==> src/rtl/ex_bypass_net.sv <==
// ex_bypass_net: execute-stage operand bypass for LANES issue lanes,
// with result history, load-pending scoreboard and stall counter.
`ifndef DATA_WIDTH
`define DATA_WIDTH 32
`endif
`ifndef RF_ADDR_WIDTH
`define RF_ADDR_WIDTH 5
`endif

module ex_bypass_net #(
   parameter int LANES = 2,
   parameter int DEPTH = 2,
   parameter int XLEN  = `DATA_WIDTH,
   parameter int RF_AW = `RF_ADDR_WIDTH
) (
   input  logic                   clk,
   input  logic                   rst,
   input  logic [LANES-1:0]       issue_valid,
   input  logic [LANES-1:0]       issue_rdwen,
   input  logic [LANES-1:0]       issue_ld,
   input  logic [LANES*RF_AW-1:0] issue_rdaddr,
   input  logic [LANES*RF_AW-1:0] issue_rs1addr,
   input  logic [LANES*RF_AW-1:0] issue_rs2addr,
   input  logic [LANES*XLEN-1:0]  rf_rs1,
   input  logic [LANES*XLEN-1:0]  rf_rs2,
   input  logic [LANES*XLEN-1:0]  ex_result,
   input  logic                   ld_ret_valid,
   input  logic [RF_AW-1:0]       ld_ret_rdaddr,
   input  logic [XLEN-1:0]        ld_ret_data,
   output logic [LANES*XLEN-1:0]  fwd_rs1,
   output logic [LANES*XLEN-1:0]  fwd_rs2,
   output logic                   stall,
   output logic [31:0]            stall_cnt
);

   localparam int NREG = 1 << RF_AW;

   logic [DEPTH-1:0][LANES-1:0]            hist_v;
   logic [DEPTH-1:0][LANES-1:0][RF_AW-1:0] hist_rd;
   logic [DEPTH-1:0][LANES-1:0][XLEN-1:0]  hist_d;
   logic [NREG-1:0]                        pending;
   logic [NREG-1:0]                        pend_eff;
   logic [NREG-1:0]                        pend_nxt;
   logic                                   advance;

   function automatic logic [RF_AW-1:0] rd_of(input int i);
      return issue_rdaddr[i*RF_AW +: RF_AW];
   endfunction

   function automatic logic [RF_AW-1:0] rs1_of(input int i);
      return issue_rs1addr[i*RF_AW +: RF_AW];
   endfunction

   function automatic logic [RF_AW-1:0] rs2_of(input int i);
      return issue_rs2addr[i*RF_AW +: RF_AW];
   endfunction

   // Lowest priority source is applied first; later hits override it.
   function automatic logic [XLEN-1:0] pick(
      input int              j,
      input logic [RF_AW-1:0] s,
      input logic [XLEN-1:0]  rf
   );
      logic [XLEN-1:0] v;
      v = rf;
      if (s != '0) begin
         for (int k = DEPTH-1; k >= 0; k--)
            for (int i = 0; i < LANES; i++)
               if (hist_v[k][i] && hist_rd[k][i] == s)
                  v = hist_d[k][i];
         if (ld_ret_valid && ld_ret_rdaddr == s)
            v = ld_ret_data;
         for (int i = 0; i < LANES; i++)
            if (i < j && issue_valid[i] && issue_rdwen[i] &&
                !issue_ld[i] && rd_of(i) == s)
               v = ex_result[i*XLEN +: XLEN];
      end
      return v;
   endfunction

   // Pending view with this cycle's load return already retired.
   always_comb begin
      pend_eff = pending;
      if (ld_ret_valid)
         pend_eff[ld_ret_rdaddr] = 1'b0;
   end

   // Final operand select per lane and source.
   always_comb begin
      fwd_rs1 = '0;
      fwd_rs2 = '0;
      for (int j = 0; j < LANES; j++) begin
         fwd_rs1[j*XLEN +: XLEN] = pick(j, rs1_of(j), rf_rs1[j*XLEN +: XLEN]);
         fwd_rs2[j*XLEN +: XLEN] = pick(j, rs2_of(j), rf_rs2[j*XLEN +: XLEN]);
      end
   end

   // Bundle stall from scoreboard and intra-bundle load hazards.
   always_comb begin
      stall = 1'b0;
      for (int j = 0; j < LANES; j++) begin
         if (issue_valid[j]) begin
            if (rs1_of(j) != '0 && pend_eff[rs1_of(j)])
               stall = 1'b1;
            if (rs2_of(j) != '0 && pend_eff[rs2_of(j)])
               stall = 1'b1;
            if (issue_rdwen[j] && pend_eff[rd_of(j)])
               stall = 1'b1;
            for (int i = 0; i < LANES; i++) begin
               if (i < j && issue_valid[i] && issue_rdwen[i] &&
                   rd_of(i) != '0) begin
                  if (issue_ld[i] &&
                      (rs1_of(j) == rd_of(i) || rs2_of(j) == rd_of(i)))
                     stall = 1'b1;
                  if (issue_rdwen[j] && rd_of(j) == rd_of(i) &&
                      (issue_ld[i] || issue_ld[j]))
                     stall = 1'b1;
               end
            end
         end
      end
   end

   assign advance = (|issue_valid) & ~stall;

   // Next scoreboard: retire returning load, then a new load re-sets.
   always_comb begin
      pend_nxt = pend_eff;
      for (int i = 0; i < LANES; i++)
         if (advance && issue_valid[i] && issue_rdwen[i] &&
             issue_ld[i] && rd_of(i) != '0)
            pend_nxt[rd_of(i)] = 1'b1;
   end

   // Result history shift register; stage 0 takes advancing ALU writes.
   always_ff @(posedge clk or posedge rst) begin
      if (rst) begin
         hist_v  <= '0;
         hist_rd <= '0;
         hist_d  <= '0;
      end else begin
         for (int k = DEPTH-1; k > 0; k--) begin
            hist_v[k]  <= hist_v[k-1];
            hist_rd[k] <= hist_rd[k-1];
            hist_d[k]  <= hist_d[k-1];
         end
         for (int i = 0; i < LANES; i++) begin
            hist_v[0][i]  <= advance & issue_valid[i] & issue_rdwen[i] &
                             ~issue_ld[i] & (rd_of(i) != '0);
            hist_rd[0][i] <= rd_of(i);
            hist_d[0][i]  <= ex_result[i*XLEN +: XLEN];
         end
      end
   end

   // Scoreboard and saturating stall counter.
   always_ff @(posedge clk or posedge rst) begin
      if (rst) begin
         pending   <= '0;
         stall_cnt <= '0;
      end else begin
         pending <= pend_nxt;
         if (stall && stall_cnt != 32'hFFFF_FFFF)
            stall_cnt <= stall_cnt + 32'd1;
      end
   end

endmodule

==> config.mk <==
export PLATFORM = sky130hd
export DESIGN_NAME = ex_bypass_net
export DESIGN_NICKNAME = d
export VERILOG_FILES = /design/src/rtl/ex_bypass_net.sv
export SDC_FILE = /design/constraint.sdc
export NUM_CORES = 1
export LEC_CHECK = 0
export BUFFER_PORTS_ARGS = -buffer_cell sky130_fd_sc_hd__buf_2
export CORE_MARGIN = 2
export CORE_UTILIZATION = 40
export CTS_CLUSTER_DIAMETER = 60
export CTS_CLUSTER_SIZE = 25
export DETAILED_ROUTE_END_ITERATION = 8
export SETUP_SLACK_MARGIN = 0.15
export SLEW_MARGIN = 20
export SYNTH_ARGS = -nofsm -noshare
export SYNTH_HDL_FRONTEND = slang
export SYNTH_SLANG_ARGS = --single-unit
==> constraint.sdc <==
create_clock -name clk -period 14.8 [get_ports clk]
set_input_delay 0.74 -clock clk [delete_from_list [all_inputs] [get_ports clk]]
set_output_delay 0.74 -clock clk [all_outputs]
set_load 0.01 [all_outputs]
* Yosys cells after proc, flatten, opt, wreduce, memory -nomap -nowiden *
Cells that the tools add are included.

word-level totals
  register bits after elaboration = 216
  bits in latches = 0
  bits in writable memories = 0
  memory bits (read-only) = 0
  bits of input ports = 268
  output and inout bits = 161
  word-level logic and storage cells = 179
  memories = 0

cells by class
  $add $sub $neg = 1
  $mul = 0
  divide/modulo/power cells = 0
  magnitude comparators = 10
  equal/unequal tests = 26
  shifts and indexed selects = 0
  mux-type cells = 58
  bitwise logic cells = 16
  reductions and logical operators = 56

operator list
  operator                                                    count
  2-to-1 mux 32 bit                                           29
  == test 5 bit                                               25
  bitwise OR 32 bit                                           2
  logical AND 1 bit                                           46
  less-than comparator 5 x 6 -> 1 bit, second input constant  7
  adder 32 x 1 -> 32 bit, second input constant               1
  AND 32 bit                                                  1
  inequality test 32 bit, second input constant               1
  NOT 32 bit                                                  1
  binary-select mux 1 bit (select 5 bit)                      6
  nonzero test 5 bit                                          6
  2-to-1 mux 1 bit                                            20
  demux 1 bit (select 5 bit)                                  3
  >= comparator 5 x 1 -> 1 bit, second input constant         3
  AND 1 bit                                                   9
  NOT 1 bit                                                   3
  logical OR 1 bit                                            2
  OR reduction 2 bit                                          1
  logical NOT 1 bit                                           1

* Longest topological paths before layout *
Gate-level depths: netlist of run 1.

  depth in word-level cells = 30
  gate-level depth with buffers = 14
  mapped depth without buffers = 11

* Worst setup path after synthesis of run 1 *
Ideal clock, no wire load.

  path kind = input to output
  start = in issue_rs1addr[2]
  end = out fwd_rs1[10]
  arrival = 3.581 ns
  setup slack = 10.479 ns
  cell stages on the path = 13
  cell sequence = buf_1 buf_1 xor2_1 nor4_1 and3_1 clkbuf_1 buf_1 mux2i_1 a211oi_1 a21oi_1 a211oi_1 a21oi_1 o21ai_0

on the way
  longest elaborated chain between the ends = 8
  elaborated cells on any way between the ends = 17

RTL lines
  element                         line  RTL
  start: declaration              22    input logic [LANES*RF_AW-1:0] issue_rs1addr,
  == test 5 bit                   69    if (hist_v[k][i] && hist_rd[k][i] == s)
  logical AND 1 bit               69
  2-to-1 mux 32 bit (4 in a row)  69
  2-to-1 mux 32 bit               71    if (ld_ret_valid && ld_ret_rdaddr == s)
  2-to-1 mux 32 bit (*)           66    if (s != '0) begin
  end: declaration                30    output logic [LANES*XLEN-1:0] fwd_rs1,

Mark *: on every way between the ends. The rest lies on a longest branch, timed or not.

* Final worst setup path of run 1 *
  start = in ld_ret_rdaddr[1]
  end = out stall

on the way
  longest elaborated chain between the ends = 21
  elaborated cells on any way between the ends = 37

RTL lines
  element                                                                                                    line  RTL
  start: declaration                                                                                         28    input logic [RF_AW-1:0] ld_ret_rdaddr,
  less-than comparator 5 x 6 -> 1 bit (implied by the code) or >= comparator 5 x 1 -> 1 bit (tied branches)  85    pend_eff[ld_ret_rdaddr] = 1'b0;
  logical AND 1 bit (implied by the code)                                                                    85
  2-to-1 mux 1 bit (implied by the code)                                                                     85
  demux 1 bit (select 5 bit) (*)                                                                             85
  NOT 32 bit (no line) (*)                                                                                   n/a
  AND 32 bit (no line) (*)                                                                                   n/a
  2-to-1 mux 32 bit (*)                                                                                      84    if (ld_ret_valid)
  binary-select mux 1 bit (select 5 bit)                                                                     103   if (rs1_of(j) != '0 && pend_eff[rs1_of(j)])
  (+5 left out)                                                                                              n/a
  2-to-1 mux 1 bit                                                                                           102   if (issue_valid[j]) begin
  2-to-1 mux 1 bit                                                                                           103
  2-to-1 mux 1 bit                                                                                           105   if (rs2_of(j) != '0 && pend_eff[rs2_of(j)])
  2-to-1 mux 1 bit                                                                                           107   if (issue_rdwen[j] && pend_eff[rd_of(j)])
  2-to-1 mux 1 bit                                                                                           112   if (issue_ld[i] &&
  2-to-1 mux 1 bit                                                                                           115   if (issue_rdwen[j] && rd_of(j) == rd_of(i) &&
  2-to-1 mux 1 bit                                                                                           110   if (i < j && issue_valid[i] && issue_rdwen[i] &&
  2-to-1 mux 1 bit (*)                                                                                       102
  end: declaration                                                                                           32    output logic stall,

Mark *: on every way between the ends. The rest lies on a longest branch, timed or not. The select of a mux whose other input is x is not followed.

==> results of run 1 <==
flip-flops by register name, indices dropped and copies added, names as in the netlist:
| name | cells |
|---|---|
| hist_rd | 20 |
| pending | 32 |
| hist_d | 128 |
| hist_v | 4 |
| stall_cnt | 32 |
synthesized netlist by cell type, drive strengths merged (5+ instances only):
master	number
nand4b	9
nor4b	5
nand3	56
mux4	9
a21oi	264
nand2	102
o311ai	5
o211ai	10
or3	5
nand4	18
nand2b	12
nor2	357
clkbuf	199
mux2	17
o31ai	7
a22oi	6
nor4	30
and3	29
a21o	32
xor2	92
o21ai	140
a31oi	9
dfrtp	216
inv	18
mux2i	163
and2	8
xnor2	58
a211oi	322
o2111ai	11
nand3b	8
o221ai	32
buf	35
nor3	28
or4	6
layer usage:
| layer | global-route usage | vias up |
|---|---|---|
| li1 | - | 9384 |
| met1 | 0.504 | 10278 |
| met2 | 0.564 | 1381 |
| met3 | 0.0697 | 268 |
| met4 | 0.146 | 16 |
| met5 | 0 | - |
metrics by stage:
stage          power (mW)  setup WS [ns]  area, um^2  instances
3_3_place_gp         1.17           9.35       20900       3199
4_1_cts              1.92           9.34       21900       3252
2_1_floorplan       0.959           8.15       18600       2374
5_1_grt              1.99           9.01       21900       3257
6_report             1.92           9.21       21900       3259
3_5_place_dp         1.17           9.35       20900       3199
where the power goes:
part | switching, mW | internal, mW | total [mW]
logic | 0.292 | 0.185 | 0.476
clock network | 0.323 | 0.420 | 0.743
registers | 0.0642 | 0.635 | 0.699
total | 0.679 | 1.24 | 1.92
area by class of cell:
type                       instances  area (um^2)  share of cell area
antenna                            7         17.5            0.000799
clock buffer                      32          757              0.0345
clock inverter                    21          250              0.0114
inverter                          20         82.6             0.00377
multi-input combinational       1904        12300               0.560
sequential                       216         5410               0.247
tap                              600          751              0.0343
timing repair buffer             459         2370               0.108
kinds of logic after synthesis:
logic type / share of synthesized area
compound gates: 0.301
xor+xnor: 0.0708
fa+ha+maj: 0.000674
mux: 0.109
simple gates: 0.175
buf+inv: 0.0518
flops: 0.291
worst register-to-register path, cell delays in order, from the launching register on:
cell      delay, ns
dfrtp_1        0.47
mux2_2         0.32
o21ai_0        0.26
o32a_1         0.21
nor2_1         0.05
or4b_1         0.51
a32o_1         0.27
o41a_1         0.49
a21oi_2        0.34
nand3_1        0.50
o221ai_1       0.39
worst max-delay path by stage:
stage	end	startpoint	slack, ns
after floorplan	hist_d[0]$_DFF_PP0_	rst	8.15
after global placement	stall	ld_ret_rdaddr[1]	9.35
after detailed placement	stall	ld_ret_rdaddr[1]	9.35
after CTS	stall	ld_ret_rdaddr[1]	9.34
after global routing	stall	ld_ret_rdaddr[1]	9.01
final	stall	ld_ret_rdaddr[1]	9.21
cells in the final DEF (no fill, tap or decap), drive strengths merged, types with 7 or more instances in the layout:
master,synthesis,routed
buf,35,459
dfrtp,216,216
o31ai,7,7
nand4,18,18
xnor2,58,58
o2111ai,11,11
o21ai,140,140
mux2,17,17
inv,18,29
xor2,92,92
nor2,357,357
a21oi,264,264
and3,29,29
mux2i,163,163
o211ai,10,10
clkinv,2,10
a211oi,322,322
a21o,32,32
nand2b,12,12
and2,8,8
nand4b,9,9
nor3,28,28
o221ai,32,32
clkbuf,199,32
diode,0,7
mux4,9,9
nand2,102,102
a31oi,9,9
nand3b,8,8
nor4,30,30
nand3,56,56
==> flow_summary.ini, run 1 <==
[run_status]
status = finished clean

[critical_path]
start_kind = input port
r2r_setup_slack_ns = 10.88
critPathCaptureType = output port
r2r-start = pending[1]$_DFF_PP0_
critPathRequiredTime_ns = 14.06
crit_fanout = 30
reg2reg_to = pending[31]$_DFF_PP0_
worstSetupPathType = input port to output port
arrival_ns = 4.85
cp_slowest_cell = o21ai_1
cpLargestDelayFamily = compound AO/OA/AOI/OAI gates
crit_path_max_incr_delay_ns = 0.61
ff2ff_path_depth = 10
cp_cell_sequence = buf_2, nand2_1, o21ai_1, mux4_2, nor2_1, or4b_1, a32o_1, o41a_1, a21oi_2, inv_2, buf_2
crit_buf_inv = 3
cp_common_cell = buf_2
cp_num_cells = 11

[routing]
vias = 21327
met1_length_um = 37400
top_layer_used = met5
first_pass_iters = 8
viasPerCell = 6.54
wl_per_cell_um = 28.0
ant_nets = 0
drc = 0
routed_wl_um = 91400
met3_length_um = 9580
met2_wirelength_um = 40500
drtIter0Drc = 2531

[clocking]
h-tree-depth = 1
post_cts_buffers = 0
cts.sinks = 216
clk_latency_ns = 0.57
clock_path_buffers = 3
cts_resized = 0
root_buffer = clkbuf_16
clkTransAtPathRegs_ns = 0.06
hold_buffers = 0
cts_tree = done
cts_made_buffers = 29

[sta]
fin_setup_tns_ns = 0
period_share = 0.378
rsz0062_at_grt = false
worstMarginPinSlew_ns = 1.19
maxSlewHeadroom = 0.206
period_needed_ns = 5.59
fmax_ghz = 0.179
final_hold_viol_count = 0
whs_ns = 0.218
setup_viol = 0
skew_ns = 0.0192
slew_violations = 0

[cells_and_area]
fillers = 4533
syn_to_final_growth_pct = 18.1
drive_gt1_frac = 0.217
nNetsFinal = 2899
final_core_util = 0.481

[global_route]
grtUsageTotal = 0.366
antenna_found_initial = 14
overflow = 0
grt_pass1_vias = 20168
grt_pass1_wl_um = 134000
grt_max_degree = 77

[floorplanning]
start_util = 0.407
io_pins = 429
rows = 78
die-area_um2 = 48100
coreArea_um2 = 45600
die_h_um = 219
die_w_um = 219

[synthesis]
yosys_warnings = 0
synthCells = 2374
yosys.area.top_type = dfrtp_1
synth_nets = 2643
netlist.area_leader.share = 0.291
synthTopCellsByArea = dfrtp_1 29%, a211oi_1 13%, mux2i_1 8.8%
yosysUniqueCellTypes = 73
synth-async-reset-ratio = 1.00
synth_seq_cells = 216
syn_avg_cell_area_um2 = 7.82
ys_dominant_reg_cell = dfrtp_1
ys_seq_area_frac = 0.291
synth_edf_count = 0
synth_area_um2 = 18600

[power]
ir_drop_v = 0.0000899
p_leak_nw = 9.04
p_per_area_nw_per_um2 = 87.5

[place]
hpwl_um = 61400
globalplace.congestion = 0.983
port_buffers = 428

[run]
cap_violations = 0

[hold_path]
hold_path_class = input port to async pin
Power figures use the tool's default switching activity.
==> run 2, diff against run 1 <==
clock period = 5.25 ns   (was 14.8 ns; I/O delays follow)
==> flow_summary.ini, run 2 (synthesized netlist as in run 1, its figures left out) <==
[run_status]
status = finished clean

[sta]
rsz0062_at_grt = false
period_share = 0.857
fin_setup_tns_ns = 0
whs_ns = 0.0901
maxSlewHeadroom = 0.235
fmax_ghz = 0.222
final_hold_viol_count = 0
setup_viol = 0
period_needed_ns = 4.50
skew_ns = 0.0386
slew_violations = 0
worstMarginPinSlew_ns = 1.15
fin_ws_ns = 0.749

[global_route]
antenna_found_initial = 16
grtUsageTotal = 0.364
grt_max_degree = 126
grt_pass1_vias = 20772
overflow = 0
grt_pass1_wl_um = 133000

[floorplanning]
die_w_um = 219
io_pins = 429
start_util = 0.407
coreArea_um2 = 45600
die_h_um = 219
rows = 78
die-area_um2 = 48100

[power]
pwr-share-clk = 0.387
power.total_mw = 5.53
p_switching_mw = 2.04
seqPwrFrac = 0.358
p_per_area_nw_per_um2 = 241
ir_drop_v = 0.000237
p_comb_frac = 0.255
p_leak_nw = 9.51
internal_power_mw = 3.50
p_sw_frac = 0.368

[critical_path]
crit_path_max_incr_delay_ns = 0.81
cp_slowest_cell = o21ai_0
r2r_setup_slack_ns = 1.56
cp_cell_sequence = buf_2, nand2b_1, o21ai_0, a22oi_1, o22ai_1, a22oi_1, a211o_1, or4_1, a21oi_2, inv_2, buf_2
worstSetupPathType = input port to output port
ff2ff_path_depth = 11
arrival_ns = 4.24
critPathRequiredTime_ns = 4.99
start_kind = input port
critPathCaptureType = output port
crit_fanout = 30
r2r-start = pending[1]$_DFF_PP0_
reg2reg_to = pending[27]$_DFF_PP0_

[clocking]
clk_latency_ns = 0.61
cts.sinks = 216
post_cts_buffers = 0
cts_made_buffers = 30
cts_resized = 0
clkTransAtPathRegs_ns = 0.07
cts_tree = done
clock_path_buffers = 3
h-tree-depth = 1
root_buffer = clkbuf_16

[hold_path]
hold_depth = 3
hold_path_startpoint = issue_rdwen[0]
hold_path_class = input port to flop
min_to = hist_v[0]$_DFF_PP0_

[routing]
drc = 0
wl_per_cell_um = 26.9
ant_nets = 0
drtIter0Drc = 2501
routed_wl_um = 90500
viasPerCell = 6.47
first_pass_iters = 7
vias = 21778

[cells_and_area]
reg_top3 = hist_d: 128 flops, pending: 32 flops, stall_cnt: 32 flops
final_cells = 3368
top_register = hist_d
nNetsFinal = 3006
layout_commonest_cell = buf_2
syn_to_final_growth_pct = 23.7
largest_reg_flops = 128
mostFrequentLayoutCells = 428 x buf_2, 357 x nor2_1, 322 x a211oi_1
drive_gt1_frac = 0.222

[run]
cap_violations = 0

[place]
globalplace.congestion = 1.01
post-place-cells = 3232
port_buffers = 428
hpwl_um = 63800
preCtsSetupSlack_ns = 0.833
==> run 2: changes by cell type in the layout (fill, tap and decap cells not counted), sizes merged <==
cell / before / now
dlygate4sd3: 0 / 73
buf: 459 / 492
inv: 29 / 32
bufinv: 2 / 0
clkbuf: 32 / 30
clkinv: 10 / 12
clkinvlp: 0 / 2
==> run 2: metrics by stage <==
step	cell area [um^2]	utilization
after floorplan	18600	-
after global placement	21200	0.464
after detailed placement	21200	0.464
after CTS	22900	0.503
after global routing	23000	0.504
final	23000	0.504
==> run 2: layout make-up <==
class | instances | area [um^2]
Multi-Input combinational cell | 1904 | 12300
Timing Repair Buffer | 565 | 3380
Tap cell | 600 | 751
Antenna cell | 7 | 17.5
Clock inverter | 26 | 303
Sequential cell | 216 | 5410
Inverter | 20 | 78.8
Fill cell | 4374 | 22600
Clock buffer | 30 | 751
==> run 2: worst max-delay path by stage <==
stage                           startpoint                         to  slack, ns  cells after the start
after detailed placement  ld_ret_rdaddr[1]  stall_cnt[20]$_DFFE_PP0P_       0.83                     12
after global routing      ld_ret_rdaddr[1]                      stall       0.50                     11
after CTS                 ld_ret_rdaddr[1]                      stall       0.84                     11
final                     ld_ret_rdaddr[1]                      stall       0.75                     11
after floorplan           ld_ret_rdaddr[0]  stall_cnt[22]$_DFFE_PP0P_       1.82                     14
after global placement    ld_ret_rdaddr[1]  stall_cnt[20]$_DFFE_PP0P_       0.95                     12
==> run 2: what timing repair did <==
item	CTS	global route
hold buffers	73	0
setup endpoints to repair	0	0
hold endpoints to repair	106	0
==> run 2: power groups by stage <==
stage	clock network (mW)	registers (mW)	logic, mW
final	2.14	1.98	1.41
after global routing	2.23	1.99	1.51
after CTS	2.17	1.97	1.38
after detailed placement	0	2.00	1.33
after global placement	0	2.00	1.33
after floorplan	0	1.94	0.768
==> run 2: worst max-delay path: cells and delay by family <==
kind                   cells  cell delay (ns)
buffers and inverters      3             0.97
AOI/OAI and AO/OA          6             2.01
and+or+nand+nor            2             0.97
==> run 2: per-layer routing <==
| layer | part of all wire | vias to the layer above | track usage |
|---|---|---|---|
| met3 | 0.11 | 252 | 0.0906 |
| met1 | 0.41 | 10464 | 0.492 |
| li1 | - | 9591 | - |
| met5 | 0.0014 | - | 0 |
| met4 | 0.037 | 18 | 0.138 |
| met2 | 0.44 | 1453 | 0.558 |
==> run 3, diff against run 2 <==
CTS_BUF_LIST = sky130_fd_sc_hd__clkbuf_16   (was default)
SKIP_CTS_REPAIR_TIMING = 1   (was default)
==> flow_summary.ini, run 3 (synthesized netlist as in run 1, its figures left out) <==
[run_status]
status = finished clean

[place]
post-place-cells = 3232
dpl-instance-area_um2 = 21200
hpwl_um = 63800
port_buffers = 428
globalplace.congestion = 1.01

[hold_path]
hold_depth = 3
min_to = hist_v[0]$_DFF_PP0_
hold_path_class = input port to flop
hold_path_startpoint = issue_rdwen[0]

[cells_and_area]
drive_gt1_frac = 0.222
syn_to_final_growth_pct = 23.7
top_register = hist_d
layout_commonest_cell = buf_2
final_cells = 3368
nNetsFinal = 3006
largest_reg_flops = 128
mostFrequentLayoutCells = 428 x buf_2, 357 x nor2_1, 322 x a211oi_1
fillers = 4380
stdcell_area_um2 = 23000
reg_top3 = hist_d: 128 flops, pending: 32 flops, stall_cnt: 32 flops

[power]
ir_drop_v = 0.000233
p_leak_nw = 9.51
power.total_mw = 5.53
p_per_area_nw_per_um2 = 241

[routing]
viasPerCell = 6.45
ant_nets = 0
first_pass_iters = 6
wl_per_cell_um = 26.9
top_layer_used = met5
vias = 21710
drtIter0Drc = 2462
drc = 0
met2_wirelength_um = 40100
met1_length_um = 37400
met3_length_um = 9760
routed_wl_um = 90500

[critical_path]
r2r_setup_slack_ns = 1.55
critPathRequiredTime_ns = 4.99
r2r-start = pending[1]$_DFF_PP0_
worstSetupPathType = input port to output port
reg2reg_to = pending[27]$_DFF_PP0_
crit_fanout = 30
critPathCaptureType = output port
cp-startpoint = ld_ret_rdaddr[1]
arrival_ns = 4.26
ff2ff_path_depth = 11
start_kind = input port

[sta]
fmax_ghz = 0.221
period_needed_ns = 4.52
setup_viol = 0
slew_violations = 0
whs_ns = 0.0932
fin_setup_tns_ns = 0
maxSlewHeadroom = 0.267
period_share = 0.861
skew_ns = 0.0404
worstMarginPinSlew_ns = 1.10
rsz0062_at_grt = false
final_hold_viol_count = 0

[clocking]
cts.sinks = 216
clkTransAtPathRegs_ns = 0.07
cts_tree = done
h-tree-depth = 1
cts_made_buffers = 30
clk_latency_ns = 0.61
root_buffer = clkbuf_16
clock_path_buffers = 3

[global_route]
grt_pass1_vias = 20243
antenna_found_initial = 16
grt_max_degree = 126
grtUsageTotal = 0.362
grt_pass1_wl_um = 132000
overflow = 0

[floorplanning]
rows = 78
start_util = 0.407
die_w_um = 219
coreArea_um2 = 45600
die_h_um = 219
die-area_um2 = 48100
io_pins = 429

[run]
cap_violations = 0
[run 3: worst max-delay path by stage]
| stage | endpoint | slack, ns | depth (start not counted) |
|---|---|---|---|
| final | stall | 0.73 | 11 |
| after global routing | stall | 0.50 | 11 |
| after CTS | stall | 0.84 | 11 |
| after detailed placement | stall_cnt[20]$_DFFE_PP0P_ | 0.83 | 12 |
| after global placement | stall_cnt[20]$_DFFE_PP0P_ | 0.95 | 12 |
| after floorplan | stall_cnt[22]$_DFFE_PP0P_ | 1.82 | 14 |
[run 3: cell type report]
cell class | count | area, um^2 | share of cell area
inverter | 20 | 78.8 | 0.00343
tap | 600 | 751 | 0.0327
clock inverter | 26 | 303 | 0.0132
clock buffer | 30 | 751 | 0.0327
sequential | 216 | 5410 | 0.235
multi-input combinational | 1904 | 12300 | 0.535
antenna | 7 | 17.5 | 0.000763
timing repair buffer | 565 | 3380 | 0.147
[run 3: stage by stage]
stage,util,worst slack (ns)
after detailed placement,0.464,0.833
after CTS,0.487,0.837
after global routing,0.504,0.498
after global placement,0.464,0.949
final,0.504,0.731
after floorplan,-,1.82
[run 3: where the power goes]
part           leakage (nW)  internal [mW]  switching [mW]
Clock                 0.513           1.13            1.01
Sequential             2.64           1.79           0.191
Combinational          6.36          0.577           0.835
[run 3: per-layer routing]
metal	up-vias	GRT usage
li1	9614	-
met3	231	0.0876
met5	-	0
met2	1406	0.553
met1	10443	0.496
met4	16	0.129
[run 3: critical path, cell delays in order]
cell,delay (ns)
buf_2,0.43
nand2b_1,0.35
o21ai_0,0.80
a22oi_1,0.16
o22ai_1,0.26
a22oi_1,0.12
a211o_1,0.30
or4_1,0.63
a21oi_2,0.37
inv_2,0.31
buf_2,0.24
